`src/rtl/two_of_five_tx.sv`:
```
// two_of_five_tx: BCD digit FIFO, 2-of-5 encoder, serial shifter.
// Ports: clk, rst_n (sync, active low); din/din_valid/din_ready input
//   handshake; a..e/v parallel codeword; tx_bit/tx_frame serial out;
//   busy, err (invalid digit pulse), fifo_count occupancy.
// Optional: TWO_OF_FIVE_TX_ERR_CNT_EN adds err_cnt[7:0], saturating.
module two_of_five_tx #(
  parameter int DEPTH = 4,
  parameter int GAP   = 1
) (
  input  logic                   clk,
  input  logic                   rst_n,
  input  logic [3:0]             din,
  input  logic                   din_valid,
  output logic                   din_ready,
  output logic                   a,
  output logic                   b,
  output logic                   c,
  output logic                   d,
  output logic                   e,
  output logic                   v,
  output logic                   tx_bit,
  output logic                   tx_frame,
  output logic                   busy,
  output logic                   err,
`ifdef TWO_OF_FIVE_TX_ERR_CNT_EN
  output logic [7:0]             err_cnt,
`endif
  output logic [$clog2(DEPTH):0] fifo_count
);

  localparam int AW = $clog2(DEPTH);
  localparam int GW = $clog2(GAP + 1) + 1;

  typedef enum logic [1:0] {
    S_IDLE,
    S_SHIFT,
    S_GAP
  } state_t;

  state_t        state;
  logic [3:0]    mem [DEPTH];
  logic [AW-1:0] wp;
  logic [AW-1:0] rp;
  logic [AW:0]   cnt;
  logic [4:0]    sreg;
  logic [2:0]    bcnt;
  logic [GW-1:0] gcnt;
  logic [4:0]    hcode;
  logic          full;
  logic          empty;
  logic          take;
  logic          bad;
  logic          push;
  logic          pop;

  function automatic logic [4:0] enc(input logic [3:0] dg);
    logic [4:0] r;
    case (dg)
      4'd0:    r = 5'b00110;
      4'd1:    r = 5'b10001;
      4'd2:    r = 5'b01001;
      4'd3:    r = 5'b11000;
      4'd4:    r = 5'b00101;
      4'd5:    r = 5'b10100;
      4'd6:    r = 5'b01100;
      4'd7:    r = 5'b00011;
      4'd8:    r = 5'b10010;
      4'd9:    r = 5'b01010;
      default: r = 5'b00000;
    endcase
    return r;
  endfunction

  assign full       = (cnt == (AW+1)'(DEPTH));
  assign empty      = (cnt == '0);
  assign din_ready  = !full;
  assign take       = din_valid && din_ready;
  assign bad        = (din > 4'd9);
  assign push       = take && !bad;
  assign pop        = (state == S_IDLE) && !empty;
  assign busy       = !empty || (state != S_IDLE);
  assign fifo_count = cnt;
  assign hcode      = enc(mem[rp]);

  always_ff @(posedge clk) begin
    if (rst_n && push)
      mem[wp] <= din;
  end

  always_ff @(posedge clk) begin
    if (!rst_n) begin
      wp  <= '0;
      rp  <= '0;
      cnt <= '0;
    end else begin
      if (push)
        wp <= wp + AW'(1);
      if (pop)
        rp <= rp + AW'(1);
      unique case ({push, pop})
        2'b10:   cnt <= cnt + (AW+1)'(1);
        2'b01:   cnt <= cnt - (AW+1)'(1);
        default: cnt <= cnt;
      endcase
    end
  end

  always_ff @(posedge clk) begin
    if (!rst_n) begin
      state    <= S_IDLE;
      {a, b, c, d, e} <= 5'b0;
      v        <= 1'b0;
      tx_bit   <= 1'b0;
      tx_frame <= 1'b0;
      sreg     <= '0;
      bcnt     <= '0;
      gcnt     <= '0;
      err      <= 1'b0;
    end else begin
      err <= take && bad;
      unique case (state)
        S_IDLE: begin
          if (pop) begin
            {a, b, c, d, e} <= hcode;
            v        <= 1'b1;
            tx_bit   <= hcode[4];
            tx_frame <= 1'b1;
            sreg     <= {hcode[3:0], 1'b0};
            bcnt     <= '0;
            state    <= S_SHIFT;
          end
        end
        S_SHIFT: begin
          if (bcnt == 3'd4) begin
            tx_frame <= 1'b0;
            tx_bit   <= 1'b0;
            gcnt     <= '0;
            state    <= (GAP > 0) ? S_GAP : S_IDLE;
          end else begin
            tx_bit <= sreg[4];
            sreg   <= {sreg[3:0], 1'b0};
            bcnt   <= bcnt + 3'd1;
          end
        end
        S_GAP: begin
          if (gcnt == GW'(GAP - 1))
            state <= S_IDLE;
          else
            gcnt <= gcnt + GW'(1);
        end
        default: state <= S_IDLE;
      endcase
    end
  end

`ifdef TWO_OF_FIVE_TX_ERR_CNT_EN
  always_ff @(posedge clk) begin
    if (!rst_n)
      err_cnt <= '0;
    else if (take && bad && err_cnt != 8'hff)
      err_cnt <= err_cnt + 8'd1;
  end
`endif

endmodule
```
`config.mk`:
```
export PLATFORM = sky130hd
export DESIGN_NAME = two_of_five_tx
export DESIGN_NICKNAME = d
export VERILOG_FILES = /design/src/rtl/two_of_five_tx.sv
export SDC_FILE = /design/constraint.sdc
export NUM_CORES = 1
export LEC_CHECK = 0
export ABC_CLOCK_PERIOD_IN_PS = 3000
export BUFFER_PORTS_ARGS = -buffer_cell sky130_fd_sc_hd__buf_2
export CAP_MARGIN = 5
export CELL_PAD_IN_SITES_DETAIL_PLACEMENT = 1
export CELL_PAD_IN_SITES_GLOBAL_PLACEMENT = 1
export CORE_MARGIN = 8
export CORE_UTILIZATION = 40
export DETAILED_ROUTE_END_ITERATION = 7
export PLACE_DENSITY = 0.73
export SYNTH_ARGS = -nofsm -noshare
export SYNTH_HDL_FRONTEND = slang
export SYNTH_SLANG_ARGS = --single-unit
```
`constraint.sdc`:
```
create_clock -name clk -period 3 [get_ports clk]
set_input_delay 0.15 -clock clk [delete_from_list [all_inputs] [get_ports clk]]
set_output_delay 0.15 -clock clk [all_outputs]
set_load 0.05 [all_outputs]
```
==> results.sh <==
export IMPL_cp_arrival_ns=2.75
export IMPL_p_leak_nw=0.918
export IMPL_post_cts_buffers=0
export IMPL_synth_seq_area_share_pct=51.0
export IMPL_multiInputGateArea_um2=935
export IMPL_seqPwrFrac_pct=38.1
export IMPL_ios=21
export IMPL_rsz0062_at_grt="false"
export IMPL_power_density_nw_per_um2=964
export IMPL_worst_hold_slack_ns=0.0773
export IMPL_fmax_mhz=396
export IMPL_r2r_end="fifo_count[2]"
export IMPL_power_frac_comb_pct=45.6
export IMPL_ys_seq_elements=45
export IMPL_critPathBufInv=1
export IMPL_drt_initial_drc_count=81
export IMPL_cts_tree="done"
export IMPL_finalCritPeriodShare_pct=84.1
export IMPL_cp_start_kind="register"
export IMPL_ctsLongestPathBuffers=2
export IMPL_peakVddDrop_v=0.000359
export IMPL_cts_made_buffers=5
export IMPL_final_seq_area_um2=1060
export IMPL_post_route_cell_area_um2=2330
export IMPL_synth_area_um2=2080
export IMPL_hpwl_um=3360
export IMPL_synthFlopType="dfxtp_1"
export IMPL_yosysUniqueCellTypes=39
export IMPL_gp_congestion=0.725
export IMPL_setup_viol=0
export IMPL_required_ns=3.22
export IMPL_grt_pass1_wl_um=7280
export IMPL_cts_resized=0
export IMPL_synth_edff_count=16
export IMPL_initial_core_util_pct=41.0
export IMPL_drv_slew=0
export IMPL_fin_setup_tns_ns=0
export IMPL_drc_errors=0
export IMPL_preCtsSetupSlack_ns=0.470
export IMPL_whs_endpoint="mem[1][0]"
export IMPL_nNetsFinal=239
export IMPL_n_antenna_cell=0
export IMPL_r2r_cells=8
export IMPL_via_count=1440
export IMPL_synth_top_area_share_pct=27.9
export IMPL_h_tree_depth=2
export IMPL_finalHoldViolations=0
export IMPL_tightest_slew_ns=0.575
export IMPL_cts_sinks=45
export IMPL_intPower_mw=1.26
export IMPL_critical_path_class="reg -> reg"
export IMPL_endpoint_kind="register"
export IMPL_drv_cap=0
export IMPL_relSlewSlack_pct=61.5
export IMPL_core_area_um2=5070
export IMPL_min_from="din[0]"
export IMPL_wl_um=4360
export IMPL_finClkSkew_ns=0.0113
export IMPL_grtUsageTotal_pct=12.3
export IMPL_drive_above_1_share_pct=15.5
export IMPL_ant_nets=0
export IMPL_cts_hold_buf=0
export IMPL_post_route_min_period_ns=2.52
export IMPL_cpPeakStageDelay_ns=0.40
export IMPL_yosysWarnings=0
export IMPL_r2r_start="fifo_count[2]"
export IMPL_dr_pass1_iters=4
export IMPL_antenna_found_initial=0
export IMPL_synth_top_area_cell="dfxtp_1"
export IMPL_io_buffers=20
export IMPL_rows=26
export IMPL_hold_class="in -> reg"
export IMPL_crit_fanout=7
export IMPL_dpl_cell_area_um2=2250
export IMPL_power_clock_fraction_pct=16.3
export IMPL_crit_family="simple AND/OR/NAND/NOR gates"
export IMPL_status="finished clean"
export IMPL_crit_slowest_cell="fa_1"
export IMPL_fin_ws_ns=0.477
export IMPL_p_total_mw=2.25
export IMPL_fill_cells=591
export IMPL_syn_inst=195
export IMPL_die_w_um=88.1
export IMPL_ys_async_sr_fraction_pct=0
export IMPL_synth_avg_cell_area_um2=10.7
export IMPL_area_growth_pct=12.0
export IMPL_root_buffer="clkbuf_8"
export IMPL_synthTopCellsByArea="dfxtp_1 (28%), edfxtp_1 (23%), ha_1 (7.8%), nor2_1 (4.9%), mux4_2 (3.2%)"
export IMPL_swShare_pct=43.8
export IMPL_routedWlPerCell_um=15.1
export IMPL_grt_pass1_vias=1481
export IMPL_die_area_um2=7770
export IMPL_grt_max_degree=20
export IMPL_synth_most_common_cell="dfxtp_1"
export IMPL_p_switching_mw=0.985
export IMPL_hold_depth=1
export IMPL_synth_common_cells="dfxtp_1 (29), nor2_1 (27), edfxtp_1 (16), nand2_1 (15), inv_1 (14)"
export IMPL_insertion_delay_ns=0.30
export IMPL_r2r_slack_ns=0.48
export IMPL_die_h_um=88.1
export IMPL_cts_clk_slew_worst_paths_ns=0.09
export IMPL_crit_chain="nor3_1 > nand2b_1 > inv_1 > ha_1 > fa_1 > xnor2_1 > or3_1 > a21oi_1"
export IMPL_synth_fp_nets=216
export IMPL_grt_overflow_total=0
export IMPL_drt_vias_per_instance=4.98
-- per-stage QoR --
step / utilization (%) / cells
after floorplan: - / 195
after detailed placement: 44.3 / 281
after global routing: 45.9 / 289
final: 45.9 / 289
after CTS: 45.9 / 289
after global placement: 44.3 / 281
-- layout by cell type (no fill, tap or decap), types with 2 or more instances in the layout --
| cell | Yosys | layout |
|---|---|---|
| and3_1 | 2 | 2 |
| a21oi_1 | 10 | 10 |
| clkbuf_8 | 0 | 5 |
| mux2i_1 | 6 | 6 |
| xor2_1 | 3 | 3 |
| nor2_1 | 27 | 27 |
| mux4_2 | 3 | 3 |
| nand2b_1 | 3 | 3 |
| o21ai_0 | 8 | 8 |
| mux4_1 | 2 | 2 |
| a31o_2 | 2 | 2 |
| dfxtp_1 | 29 | 29 |
| ha_1 | 13 | 13 |
| or3_1 | 2 | 2 |
| inv_1 | 14 | 14 |
| nand2_1 | 15 | 15 |
| clkbuf_1 | 2 | 2 |
| nor3b_1 | 2 | 2 |
| nand3_1 | 2 | 2 |
| buf_2 | 2 | 20 |
| nor2b_1 | 4 | 4 |
| nor3_1 | 7 | 7 |
| xnor2_1 | 5 | 5 |
| edfxtp_1 | 16 | 16 |
-- worst max path at each step --
stage	start	to	slack (ns)	depth (start not counted)
after CTS	fifo_count[2]	fifo_count[2]	0.43	8
after detailed placement	fifo_count[0]	fifo_count[2]	0.47	8
final	fifo_count[2]	fifo_count[2]	0.48	8
after floorplan	fifo_count[0]	fifo_count[2]	0.43	9
after global routing	fifo_count[2]	fifo_count[2]	0.27	8
after global placement	fifo_count[0]	fifo_count[2]	0.55	8
-- sequential cells by signal, summed over array words and instances (netlist names), 2 cells and up, named ones only --
register	flops
gcnt	2
mem	16
sreg	4
fifo_count	3
wp	2
rp	2
state	2
bcnt	3
-- per-layer routing --
| metal | vias to the layer above | track usage (%) | part of all wire, % |
|---|---|---|---|
| met5 | - | 0 | 0 |
| met4 | 0 | 4.61 | 1.5 |
| met3 | 6 | 4.03 | 3.5 |
| met2 | 19 | 19.4 | 46 |
| met1 | 697 | 15.2 | 49 |
| li1 | 718 | - | - |
-- cell families after synthesis --
logic type / after synthesis / share of synthesized area (%)
AO/OA/AOI/OAI: 30 / 9.08
XOR/XNOR: 8 / 3.37
adder cells (fa/ha/maj): 14 / 8.78
buffers and inverters: 20 / 4.09
flip-flops: 45 / 51.0
multiplexers: 11 / 8.66
AND/OR/NAND/NOR: 67 / 15.0
-- worst reg2reg max path: cells and delay by family (launching register included) --
family | cells | cell delay (ns)
adder cells (fa/ha/maj) | 2 | 0.64
AO/OA/AOI/OAI | 1 | 0.13
AND/OR/NAND/NOR | 3 | 1.04
buffers and inverters | 1 | 0.12
XOR/XNOR | 1 | 0.15
flip-flops | 1 | 0.36
-- layout make-up --
type | count | share of cell area (%)
Inverter | 15 | 2.42
Tap cell | 70 | 3.76
Clock buffer | 7 | 3.27
Timing Repair Buffer | 21 | 4.62
Sequential cell | 45 | 45.5
Multi-Input combinational cell | 130 | 40.1
Clock inverter | 1 | 0.322
-- power by group through the flow --
stage | combinational [mW] | clock [mW] | sequential [mW]
floorplan | 0.642 | 0 | 1.02
global placement | 1.02 | 0 | 0.866
detailed placement | 1.04 | 0 | 0.871
CTS | 1.04 | 0.373 | 0.857
global route | 1.14 | 0.401 | 0.876
finish | 1.03 | 0.366 | 0.855
Power figures use the tool's default switching activity.
